$ cat src/rtl/ip_cu_pkg.sv
`default_nettype none
// ============================================================================
//  Module   : ip_cu_pkg
//  Purpose  : Shared encodings for the Calculation Unit sequencing controller:
//             FSM state codes, host opcodes and datapath one-hot op selects.
//  Revision : 1.0  initial release
// ============================================================================
package ip_cu_pkg;

    typedef logic [2:0] state_t;

    localparam state_t OP_IDLE = 3'd0;
    localparam state_t OP_INI  = 3'd1;
    localparam state_t OP_CAL  = 3'd2;
    localparam state_t OP_RDY  = 3'd3;
    localparam state_t OP_HALT = 3'd4;

    typedef logic [1:0] opcode_t;

    localparam opcode_t CU_ADD = 2'd0;
    localparam opcode_t CU_SUB = 2'd1;
    localparam opcode_t CU_MUL = 2'd2;
    localparam opcode_t CU_DIV = 2'd3;

    // Bit order follows the datapath op_sel bus {div,mul,sub,add}
    typedef logic [3:0] op_sel_t;

    localparam op_sel_t c_sel_none = 4'b0000;
    localparam op_sel_t c_sel_add  = 4'b0001;
    localparam op_sel_t c_sel_sub  = 4'b0010;
    localparam op_sel_t c_sel_mul  = 4'b0100;
    localparam op_sel_t c_sel_div  = 4'b1000;

    function automatic op_sel_t op_decode(input opcode_t op);
        op_sel_t sel;
        case (op)
            CU_ADD:  sel = c_sel_add;
            CU_SUB:  sel = c_sel_sub;
            CU_MUL:  sel = c_sel_mul;
            default: sel = c_sel_div;
        endcase
        return sel;
    endfunction

endpackage
`default_nettype wire

$ cat src/rtl/ip_cu_itcnt.sv
`default_nettype none
// ============================================================================
//  Module   : ip_cu_itcnt
//  Purpose  : Loadable down-counter tracking MUL/DIV shift-add iterations.
//  Revision : 1.0  initial release
// ============================================================================
module ip_cu_itcnt #(
    parameter int CNT_SZ = 4
) (
    input  logic              clk,
    input  logic              rst,
    input  logic              load,
    input  logic [CNT_SZ-1:0] load_val,
    input  logic              dec,
    output logic              zero
);

    logic [CNT_SZ-1:0] r_cnt_q;
    logic [CNT_SZ-1:0] w_cnt_d;

    // Load wins over decrement; decrement saturates at zero
    always_comb begin
        w_cnt_d = r_cnt_q;
        if (load) begin
            w_cnt_d = load_val;
        end else if (dec && (r_cnt_q != '0)) begin
            w_cnt_d = r_cnt_q - 1'b1;
        end
    end

    always_ff @(posedge clk) begin
        if (rst) begin
            r_cnt_q <= '0;
        end else begin
            r_cnt_q <= w_cnt_d;
        end
    end

    assign zero = (r_cnt_q == '0);

endmodule
`default_nettype wire

$ cat src/rtl/ip_cu_ctrl.sv
`default_nettype none
// ============================================================================
//  Module   : ip_cu_ctrl
//  Purpose  : CU sequencing controller - host handshake, op enable decode,
//             state strobes and MUL/DIV iteration sequencing with abort.
//  Revision : 1.0  initial release
// ============================================================================
module ip_cu_ctrl
    import ip_cu_pkg::*;
#(
    parameter int ALU_SZ = 8,
    parameter int EXD_SZ = 1
) (
    input  logic       pclk,
    input  logic       prst,
    input  logic       cu_req,
    input  logic [1:0] cu_op,
    input  logic       cu_abort,
    output logic       cu_ack,
    output logic       cu_busy,
    output logic       cu_done,
    output logic       add_en,
    output logic       sub_en,
    output logic       mul_en,
    output logic       div_en,
    output logic       op_ini_sm,
    output logic       op_act_sm,
    output logic       op_rdy_sm,
    output logic       op_halt_sm
);

    localparam int NUM0_SZ = ALU_SZ + EXD_SZ;
    localparam int CNT_SZ  = $clog2(NUM0_SZ + 1);

    // Counter is loaded with N-1 so OP_CAL spans exactly N cycles ending at 0
    localparam logic [CNT_SZ-1:0] c_mul_load = CNT_SZ'(ALU_SZ - 1);
    localparam logic [CNT_SZ-1:0] c_div_load = CNT_SZ'(NUM0_SZ - 1);

    state_t            r_state_q;
    state_t            w_state_d;
    op_sel_t           r_en_q;
    op_sel_t           w_en_d;
    logic              r_busy_q;
    logic              w_busy_d;
    logic              r_done_q;
    logic              w_done_d;
    logic              w_ack;
    logic              w_cnt_load;
    logic [CNT_SZ-1:0] w_cnt_val;
    logic              w_cnt_dec;
    logic              w_cnt_zero;

    ip_cu_itcnt #(
        .CNT_SZ (CNT_SZ)
    ) u_itcnt (
        .clk      (pclk),
        .rst      (prst),
        .load     (w_cnt_load),
        .load_val (w_cnt_val),
        .dec      (w_cnt_dec),
        .zero     (w_cnt_zero)
    );

    always_comb begin
        w_state_d  = r_state_q;
        w_en_d     = r_en_q;
        w_ack      = 1'b0;
        w_cnt_load = 1'b0;
        w_cnt_val  = '0;
        w_cnt_dec  = 1'b0;

        case (r_state_q)
            OP_IDLE: begin
                w_en_d = c_sel_none;
                if (cu_req && !cu_abort) begin
                    w_ack     = 1'b1;
                    w_en_d    = op_decode(cu_op);
                    w_state_d = OP_INI;
                end
            end
            OP_INI: begin
                if (cu_abort) begin
                    w_state_d  = OP_HALT;
                    w_en_d     = c_sel_none;
                    w_cnt_load = 1'b1;
                end else if ((r_en_q & (c_sel_mul | c_sel_div)) != c_sel_none) begin
                    w_state_d  = OP_CAL;
                    w_cnt_load = 1'b1;
                    w_cnt_val  = (r_en_q == c_sel_div) ? c_div_load : c_mul_load;
                end else begin
                    w_state_d = OP_RDY;
                end
            end
            OP_CAL: begin
                w_cnt_dec = 1'b1;
                if (cu_abort) begin
                    w_state_d  = OP_HALT;
                    w_en_d     = c_sel_none;
                    w_cnt_load = 1'b1;
                end else if (w_cnt_zero) begin
                    w_state_d = OP_RDY;
                end
            end
            OP_RDY: begin
                // Abort is deliberately ignored here; the result is already valid
                w_state_d = OP_IDLE;
                w_en_d    = c_sel_none;
            end
            OP_HALT: begin
                w_en_d = c_sel_none;
                if (!cu_abort) begin
                    w_state_d = OP_IDLE;
                end
            end
            default: begin
                w_state_d = OP_IDLE;
                w_en_d    = c_sel_none;
            end
        endcase

        w_busy_d = (w_state_d != OP_IDLE);
        w_done_d = (r_state_q == OP_RDY);
    end

    always_ff @(posedge pclk) begin
        if (prst) begin
            r_state_q <= OP_IDLE;
            r_en_q    <= c_sel_none;
            r_busy_q  <= 1'b0;
            r_done_q  <= 1'b0;
        end else begin
            r_state_q <= w_state_d;
            r_en_q    <= w_en_d;
            r_busy_q  <= w_busy_d;
            r_done_q  <= w_done_d;
        end
    end

    assign cu_ack     = w_ack;
    assign cu_busy    = r_busy_q;
    assign cu_done    = r_done_q;
    assign add_en     = r_en_q[0];
    assign sub_en     = r_en_q[1];
    assign mul_en     = r_en_q[2];
    assign div_en     = r_en_q[3];
    assign op_ini_sm  = (r_state_q == OP_INI);
    assign op_act_sm  = (r_state_q == OP_INI) || (r_state_q == OP_CAL) || (r_state_q == OP_RDY);
    assign op_rdy_sm  = (r_state_q == OP_RDY);
    assign op_halt_sm = (r_state_q == OP_HALT);

    a_en_onehot: assert property (@(posedge pclk) disable iff (prst) $onehot0(r_en_q));

endmodule
`default_nettype wire

$ cat config.mk
export PLATFORM = sky130hd
export DESIGN_NAME = ip_cu_ctrl
export DESIGN_NICKNAME = d
export VERILOG_FILES = /design/src/rtl/ip_cu_pkg.sv /design/src/rtl/ip_cu_itcnt.sv /design/src/rtl/ip_cu_ctrl.sv
export SDC_FILE = /design/constraint.sdc
export NUM_CORES = 1
export LEC_CHECK = 0
export ABC_CLOCK_PERIOD_IN_PS = 4630
export CORE_MARGIN = 10
export CORE_UTILIZATION = 50
export CTS_CLUSTER_SIZE = 10
export DETAILED_ROUTE_END_ITERATION = 8
export GPL_TIMING_DRIVEN = 0
export PLACE_DENSITY_LB_ADDON = 0.25
export SKIP_CTS_REPAIR_TIMING = 1
export SYNTH_ARGS = -nofsm -noshare
export SYNTH_HDL_FRONTEND = slang
export SYNTH_SLANG_ARGS = --single-unit
$ cat constraint.sdc
create_clock -name pclk -period 4.63 [get_ports pclk]
set_input_delay 0.926 -clock pclk [delete_from_list [all_inputs] [get_ports pclk]]
set_output_delay 0.926 -clock pclk [all_outputs]
set_load 0.02 [all_outputs]
=== After elaboration in Yosys (flattened, before gate mapping) ===
Cells that the tools add are included.

* $add $sub $neg: 1
* Equality and inequality tests: 8
* Multiplexer cells: 24
* Reductions and logical operators: 13

{| class="wikitable"
|+ Operator list
! operator !! number
|-
| 4-bit 2-to-1 mux || 8
|-
| 3-bit 2-to-1 mux || 5
|-
| 3-bit case mux with 4 select lines || 1
|-
| 4-bit case mux with 3 select lines || 1
|-
| 4-bit case mux with 2 select lines || 1
|-
| 4-bit nonzero test || 2
|-
| 1-bit 2-to-1 mux || 7
|-
| 3-bit by 2-bit == test with 1-bit output (second input constant) || 2
|-
| 4-bit == test (second input constant) || 1
|-
| 4-bit zero test || 1
|-
| 4-bit by 1-bit subtractor with 4-bit output (second input constant) || 1
|-
| 3-bit by 1-bit == test with 1-bit output (second input constant) || 1
|-
| 3-bit == test (second input constant) || 1
|-
| 3-bit zero test || 1
|-
| 3-bit nonzero test || 1
|-
| 2-bit by 1-bit == test with 1-bit output (second input constant) || 1
|-
| 2-bit == test (second input constant) || 1
|-
| 1-bit logical AND || 2
|-
| 2-bit zero test || 1
|-
| 1-bit logical OR || 2
|-
| 2-bit by 1-bit != test with 1-bit output (second input constant) || 1
|-
| 1-bit case mux with 2 select lines || 1
|-
| 2-bit nonzero test || 1
|-
| 2-bit OR reduction || 1
|-
| 1-bit zero test || 1
|}

* Flip-flop bits (word level): 13
* Bits of input ports: 6
* Word-level logic and storage cells: 51

=== Longest topological paths before layout ===
Gate-level depths: netlist of the first run.

* Word-level depth: 6
* Depth in mapped cells: 6

=== By module ===
Synthesis of the first run repeated with hierarchy kept, for this count alone.

* Cell total of the unflattened synthesis: 78
* Area, all modules: 704.4 um^2

{| class="wikitable"
|+ Modules (own cells, without submodules)
! module !! instances !! cells each !! area an instance (um^2) !! seq. area each (um^2)
|-
| ip_cu_ctrl || 1 || 49 || 441.7 || 180.2
|-
| ip_cu_itcnt || 1 || 29 || 262.8 || 80.1
|}

=== Worst setup path after synthesis of the first run ===
No wires, ideal clock.

* Path type: input to output
* Start point: in cu_abort
* End point: out cu_ack
* Data arrival time: 1.358 ns
* Data required time: 3.704 ns
* Path slack: 2.346 ns
* Stages on the path: 3
* Path buffers: 0
* Cells stage by stage: nor2_1 nand3_1 inv_1

* Longest elaborated chain between the ends: 4

{| class="wikitable"
|+ RTL lines
! element !! RTL line !! source
|-
| from (decl) || ip_cu_ctrl.sv:18 || <nowiki>input logic cu_abort,</nowiki>
|-
| 1-bit zero test || -- ||
|-
| 1-bit logical AND || ip_cu_ctrl.sv:75 || <nowiki>if (cu_req && !cu_abort) begin</nowiki>
|-
| 1-bit 2-to-1 mux || ip_cu_ctrl.sv:75 ||
|-
| 1-bit 2-to-1 mux || ip_cu_ctrl.sv:72 || <nowiki>case (r_state_q)</nowiki>
|-
| to (decl) || ip_cu_ctrl.sv:19 || <nowiki>output logic cu_ack,</nowiki>
|}

Every way passes these cells.

=== Worst setup path after layout of the first run ===
Same ends and word-level chain as after synthesis.

==> results of run 1 <==
## worst max path at each step
stage	slack (ns)	cells after the start	startpoint	endpoint
floorplan	2.35	3	cu_abort	cu_ack
global placement	1.23	5	cu_abort	cu_ack
detailed placement	1.22	5	cu_abort	cu_ack
CTS	1.22	5	cu_abort	cu_ack
global route	1.14	5	cu_abort	cu_ack
finish	1.21	5	cu_abort	cu_ack
## flip-flops by register name, indices dropped and copies added, names as in the netlist
| signal | flops |
|---|---|
| r_en_q | 4 |
| r_state_q | 3 |
| cu_done | 1 |
| cu_busy | 1 |
| u_itcnt.r_cnt_q | 4 |
## layer usage
layer / up-vias / GRT usage, % / wire [um]
li1: 328 / - / -
met1: 297 / 11.0 / 730
met2: 19 / 16.4 / 666
met3: 5 / 3.76 / 113
met4: 0 / 6.04 / 38
met5: - / 0 / 0
## stage by stage
step	power [uW]	setup WS [ns]	instances	hold slack, ns	instance area (um2)
after CTS	253	1.22	115	0.504	897
after detailed placement	182	1.22	111	0.489	870
final	251	1.21	115	0.506	897
after global placement	181	1.23	111	0.476	870
after global routing	263	1.14	115	0.526	897
after floorplan	162	2.35	80	0.458	691
## worst reg2reg max path: stages, from the launching register on
cell	delay, ns
sky130_fd_sc_hd__dfxtp_1	0.30
sky130_fd_sc_hd__buf_2	0.17
sky130_fd_sc_hd__or3b_2	0.48
sky130_fd_sc_hd__inv_1	0.11
sky130_fd_sc_hd__a22oi_1	0.16
sky130_fd_sc_hd__a211oi_1	0.30
sky130_fd_sc_hd__a211oi_1	0.09
## cells in the final DEF (no fill, tap or decap), types with 2 or more instances in the layout
master,n
sky130_fd_sc_hd__nand3_1,2
sky130_fd_sc_hd__clkdlybuf4s50_1,16
sky130_fd_sc_hd__a211oi_1,4
sky130_fd_sc_hd__nand2_1,2
sky130_fd_sc_hd__clkbuf_4,3
sky130_fd_sc_hd__a21oi_1,2
sky130_fd_sc_hd__nor2_1,6
sky130_fd_sc_hd__a32o_1,2
sky130_fd_sc_hd__o21ai_0,2
sky130_fd_sc_hd__a31oi_1,2
sky130_fd_sc_hd__inv_1,11
sky130_fd_sc_hd__nor3_1,4
sky130_fd_sc_hd__a22o_1,2
sky130_fd_sc_hd__dfxtp_1,13
sky130_fd_sc_hd__a22oi_1,2
## power groups by stage
stage | combinational (uW) | clock, uW | sequential, uW
floorplan | 36.4 | 0 | 125
global placement | 57.9 | 0 | 123
detailed placement | 58.9 | 0 | 123
CTS | 59.3 | 73.3 | 121
global route | 65.8 | 76.0 | 121
finish | 59.0 | 71.1 | 121
## cell families (layout without fill, tap and decap cells)
kind of cell | count (synthesis) | in the layout
AO/OA/AOI/OAI | 21 | 21
XOR/XNOR | 2 | 2
adder cells (fa/ha/maj) | 2 | 2
buffers and inverters | 15 | 35
flip-flops | 13 | 13
AND/OR/NAND/NOR | 27 | 27
## final cells by class
cell class | count | area, um2
Clock buffer | 3 | 22.5
Fill cell | 105 | 404
Multi-Input combinational cell | 52 | 362
Clock inverter | 1 | 5.00
Timing Repair Buffer | 16 | 160
Tap cell | 15 | 18.8
Buffer | 4 | 27.5
Inverter | 11 | 41.3
Sequential cell | 13 | 260
==> results.txt, run 1 <==
The worst hold path was traced through 2 stages. The cell count after synthesis came out at 80. The number of antenna diodes in the final layout is 0. The count of yosys warnings during synthesis came out at 0. For this design the ratio of total power to cell area is about 280 nW/um2. Counting instances in the post-synthesis netlist gives the leading cell types as sky130_fd_sc_hd__dfxtp_1 (13), sky130_fd_sc_hd__inv_1 (11), sky130_fd_sc_hd__nor2_1 (6), sky130_fd_sc_hd__a211oi_1 (4), sky130_fd_sc_hd__nor3_1 (4). The row count is 13.

The number of buffer and inverter instances along the worst setup path came out at 3. The final sum of negative setup slack is 0 ns. Setup violations remaining at the end of the flow were counted as 0. The number of buffers inserted during clock tree synthesis is 3. The proportion of layout cells with a drive suffix above 1 came out at about an eighth. The layout overhead on the synthesized area came out at 29.9%. The final design utilization came out at between 60% and 70%. The largest family of logic cells by synthesized area is compound AO/OA/AOI/OAI gates. After legalization and detailed placement, the total HPWL measured 1200 um. After synthesis, the netlist uses 39 different library cells. The tool flagged a number of max-cap violations equal to 0. 17 I/O pins were placed.

The cell type with the largest total area after synthesis is sky130_fd_sc_hd__dfxtp_1. CTS placed an instance of sky130_fd_sc_hd__clkbuf_4 at the clock tree root. The synthesized area is 691 um2. The die area came out at 3270 um2. The clock-pin transition on the worst setup and hold timing paths came out at 0.08 ns. After detailed routing, the total wire length is roughly 1500 um. The worst clock skew on the final layout is roughly 0.0026 ns. Port buffering added 16 buffers. The xor-xnor portion of the synthesized cell area is 2.54%.

The relative max-transition margin is 68.6%. The critical path in this run is classified as input pin to output pin. The critical path data required time is roughly 3.7 ns.

At the worst endpoint, the arrival time is about 2.5 ns. The all-layer global routing usage is approximately a tenth. sky130_fd_sc_hd__dfxtp_1 is the most common cell in the netlist. After Yosys synthesis, full adders, half adders and majority gates account for under 10% of the synthesized area.

In this run the critical register-to-register path is launched from r_state_q[2]. Summing the areas of all compound-gate instances in the mapped netlist gives 23.6% of the synthesized area. The area of the core is 1300 um2. Setup repair after global routing left no endpoint under its margin. The number of global-route vias before repair came out at 640.

The number of antenna violations at the first check in global routing is 0. Of the available clock period, the critical path in the final layout requires 73.8%. The final-report hold violation count came to 0. The kind of cell adding the most delay to the critical path is buffers and inverters. The net switching power figure came out at 73.1 uW. Cell internal power was estimated by the tool at ~180 uW. The post-synth net total is 87. Traced cell by cell, the critical path runs through clkdlybuf4s50_1, nor2_1, nand3_1, inv_1, clkdlybuf4s50_1. The antenna violation net count after detailed routing is 0.

Summed over all layers, the global routing overflow is 0. The share of total power dissipated in sequential elements is about half. In the synthesized netlist the async set-or-reset flop fraction comes to 0%. The global placer's final weighted congestion is roughly 0.84. The worst ir drop on vdd is 190 uV. TritonCTS built the clock tree. Dividing the detail-routed via count by the number of cells gives about 5.6.

The worst hold path startpoint is u_itcnt.r_cnt_q[1]. On the critical path, the stage with the largest delay is an instance of sky130_fd_sc_hd__clkdlybuf4s50_1. The global-route wire length before repair came out at 2770 um.

For this configuration, the core starts out at a cell density of a little over half. The final period demand of the worst path came out at 3.42 ns. The worst setup path is captured at an output pin.

The worst-margin pin slew is approximately 0.47 ns. Clock tree synthesis found a total of 13 sinks. For flop-to-flop paths, the worst setup slack is 2.90 ns. The number of nets in the finished design came out at roughly 110. The share of total power in combinational logic came out at around a quarter.

The chip width came out at about 57 um. In this design, the stage delay of the slowest critical-path cell is ~0.60 ns. The switching fraction of total power is between 20% and 30%. The synthesized area per cell came out at between 8 and 9 um2. The portion of synthesized area spent on multiplexers is 0%. Counting cells, the worst reg-to-reg path comes to 6. The top achievable clock speed is 293 MHz.

The largest buffer count on any clock path is 2. The share of the synthesized area in the top cell type came out at a little under two fifths. The tightest min-delay check is of the flip-flop to flip-flop type. The detailed router placed approximately 650 vias in this run.

The height of the die is roughly 57 um. The number of DRC markers in iteration 0 came out at 16. The number of remaining DRC errors is 0. The count of final max-slew check failures came out at 0. In the synthesized netlist the dominant register cell turns out to be sky130_fd_sc_hd__dfxtp_1. The sequential area share after synthesis is ~38%.

Entering global routing, the biggest net connects 11 pins. The number of synthesized flops with an enable pin came out at 0. For this run, the detailed router's first-pass iteration total came to 4. The run finished with clean final reports. The worst register-to-register path ends at u_itcnt.r_cnt_q[1].

For this design the static power due to leakage is 0.000349 uW. Ranked by total cell area, the synthesized netlist is headed by sky130_fd_sc_hd__dfxtp_1 (38%), sky130_fd_sc_hd__inv_1 (6.0%), sky130_fd_sc_hd__a211oi_1 (4.3%), sky130_fd_sc_hd__nor2_1 (3.3%), sky130_fd_sc_hd__a32o_1 (2.9%). At the later pin of the worst-skew pair, clock insertion delay measures 0.28 ns. The kind of launch point of the worst setup path is an input pin. The portion of total power attributed to the clock network came out at about 28%. The highest fanout seen on the critical path is 6. The per-cell routed wire length is 13.5 um. The fraction of the mapped netlist area in simple logic gates is between 20% and 30%. In this design, the critical path's most frequently occurring cell is sky130_fd_sc_hd__clkdlybuf4s50_1. Synthesis inferred 13 register bits. For hold timing, the worst endpoint is u_itcnt.r_cnt_q[1]. The depth of the CTS H-tree is 1.
Power figures use the tool's default switching activity.
==> run 2, diff against run 1 <==
Settings changed: ABC_CLOCK_PERIOD_IN_PS 4630 to 3500, CORE_UTILIZATION 50 to 46.
Clock period 4.63 ns to 3.5 ns, I/O delays scaled along.
==> run 2 against run 1 <==
Cell count is the same. Clock power increased by 31%. Utilization is 2.5 points lower. Worst hold slack better by 0.0038 ns. Routed wire length rose by 6.5%. Critical path depth stayed put. Flip-flop and latch count stayed put. Critical endpoint unchanged. Largest cell class unchanged.
==> results.txt, run 2 (synthesized netlist as in run 1, its figures left out) <==
The global-route wire length before repair came out at 2750 um (-0.47%). The largest stage delay on the critical path is 0.60 ns (about the same). The detailed placement HPWL came out at 1240 um (+3.8%). The effective utilization at floorplan is 51.2% (-1.9 points). The data arrival at the endpoint of the critical path came out at 2.27 ns (-0.22 ns).

The worst-margin pin slew was 0.464 ns (-0.00721 ns). The final design utilization is 66.5% (-2.5 points). The fraction of met3 tracks used by global routing came out at 3.86% (+0.10 points). The signal on the critical path passes through clkdlybuf4s50_1, nor2_1, nand3_1, inv_1, clkdlybuf4s50_1. The final sum of negative setup slack is 0 ns (unchanged). The critical path data required time is 2.80 ns (-0.90 ns).

In the layout the commonest cells are sky130_fd_sc_hd__clkdlybuf4s50_1 (16), sky130_fd_sc_hd__dfxtp_1 (13), sky130_fd_sc_hd__inv_1 (11). The number of buffer and inverter instances along the worst setup path came to 3 (unchanged). After layout, the worst path uses between 80% and 90% of the clock period. The final global-route overflow total is 0 (unchanged).

The CTS tree is yes. The I/O pin total was 17 (unchanged). The number of inserted diodes came out at 0 (unchanged). The cell that appears most often on the critical path is sky130_fd_sc_hd__clkdlybuf4s50_1. In this run the most used layer during global routing was met2. The final design instance area without fill came out at 897 um2 (unchanged). Setup repair after global routing left no endpoint under its margin.

The global placer's final weighted congestion is 0.820 (-2.9%). The number of nets in the finished design came out at 108 (unchanged). The depth of the CTS H-tree came out at 1 (unchanged). The worst setup path is captured at an output pin. Among cell families on the critical path, the largest total delay comes from buffers and inverters. The iteration count of the initial detailed-routing pass came out at 4 (unchanged). The maximum number of pins on one net before global-route repair was 11 (unchanged). The count of final max-slew check failures is 0 (unchanged). The tightest min-delay check is of the flip-flop to flip-flop type. The area of the core is 1350 um2 (+3.7%). The cell type of the slowest stage on the worst timing path is sky130_fd_sc_hd__clkdlybuf4s50_1. The number of clock sinks came to 13 (unchanged).

The final number of setup-violating endpoints is 0 (unchanged). The post-place instance area came out at 870 um2 (unchanged). The die area came out at 3450 um2 (+5.6%). The number of violations of the max-capacitance limit came out at 0 (unchanged). The library cell used most frequently in the layout, excluding fill and tap cells, is sky130_fd_sc_hd__clkdlybuf4s50_1. The fill cell instance count of the final layout is 125 (+19%). The final-report hold violation count came to 0 (unchanged).

The number of buffers inserted during clock tree synthesis came out at 3 (unchanged). The static power due to leakage is 0.000349 uW (unchanged). The total power came to 332 uW (+32%). The clock-pin transition on the worst setup and hold timing paths came out at 0.08 ns (about the same). The critical path is of the input pin to output pin type. The largest registers in the layout are r_en_q: 4 flops, u_itcnt.r_cnt_q: 4 flops, r_state_q: 3 flops.

The layout overhead on the synthesized area is 29.9% (unchanged). The flow ran to the end, and the final reports show no timing, DRC or antenna violations. The global-route met1 utilization is 11.5% (+0.49 points).

STA classifies the critical path startpoint as an input pin. The antenna violation net count after detailed routing is 0 (unchanged). The power density over the cells came out at 370 nW/um2 (+32%).

The per-cell routed wire length came out at 14.3 um (+6.5%). The number of DRC markers in iteration 0 was 25 (+9). The row count came out at 13 (unchanged).

The cell at the root of the clock tree is sky130_fd_sc_hd__clkbuf_4. The proportion of layout cells with a drive suffix above 1 came out at 12.0% (unchanged). The number of port buffers came out at 16 (unchanged). The largest buffer count on any clock path is 2 (unchanged). The relative max-transition margin is 69.1% (+0.48 points).

The highest fanout seen on the critical path came out at 6 (unchanged). The chip width is 58.8 um (+2.8%). The insertion delay of the later-clocked pin in the worst-skew pair is 0.27 ns (about the same). Timing would allow up to around 340 MHz. The number of antenna violations at the first check in global routing is 0 (unchanged).

The worst ir drop on vdd is 253 uV (+34%). The via-per-instance ratio came out at 5.74 (+1.7%). The number of global-route vias before repair came to 629 (-1.7%). The count of vias placed by the detailed router came out at 660 (+1.7%). The all-layer global routing usage is 9.70% (-0.43 points). The number of remaining DRC errors is 0 (unchanged).

The met2 capacity usage during global routing is 15.6% (-0.82 points). The overall routed net length is 1650 um (+6.5%). The final period demand of the worst path is 2.97 ns.

The worst clock skew on the final layout was 0.00868 ns (+0.00612 ns). The height of the die is 58.8 um (+2.8%).
==> run 2: cell type report <==
type	count	area (um2)	share of cell area [%]
Timing Repair Buffer	16	160	17.9
Clock buffer	3	22.5	2.51
Inverter	11	41.3	4.60
Clock inverter	1	5.00	0.558
Buffer	4	27.5	3.07
Sequential cell	13	260	29.0
Tap cell	15	18.8	2.09
Multi-Input combinational cell	52	362	40.3
==> run 2: power by group <==
part	internal, uW	leakage, uW	total (uW)	switching, uW
Clock	42.2	0.0000177	93.0	50.8
Sequential	156	0.000106	160	4.16
Combinational	37.1	0.000225	79.3	42.2
Total	235	0.000349	332	97.1
==> run 2: routing by layer <==
layer	up-vias	part of all wire (%)	routed length (um)
li1	332	-	-
met4	0	0.67	11
met3	2	7.6	126
met5	-	0	0
met2	19	44	733
met1	307	47	777
==> run 2: path summary, 6_finish.rpt <==
path,startpoint,endpoint,slack [ns],cells past startpoint
worst max-delay path,cu_abort,cu_ack,0.53,5
worst min-delay path,u_itcnt.r_cnt_q[3],u_itcnt.r_cnt_q[3],0.51,2
worst max register to register,r_state_q[2],u_itcnt.r_cnt_q[1],1.73,6
worst min register to register,u_itcnt.r_cnt_q[3],u_itcnt.r_cnt_q[3],0.51,2
==> run 2: worst register-to-register path: cells and delay by family, from the launching register on <==
family	cells	cell delay (ns)
AOI/OAI and AO/OA	3	0.56
and+or+nand+nor	1	0.48
buffers and inverters	2	0.29
DFF	1	0.31
==> run 2: stage by stage <==
| stage | std cells | hold WS [ns] | worst slack, ns |
|---|---|---|---|
| global route | 115 | 0.538 | 0.439 |
| global placement | 111 | 0.478 | 0.551 |
| CTS | 115 | 0.511 | 0.530 |
| detailed placement | 111 | 0.499 | 0.532 |
| floorplan | 80 | 0.458 | 1.67 |
| finish | 115 | 0.509 | 0.529 |
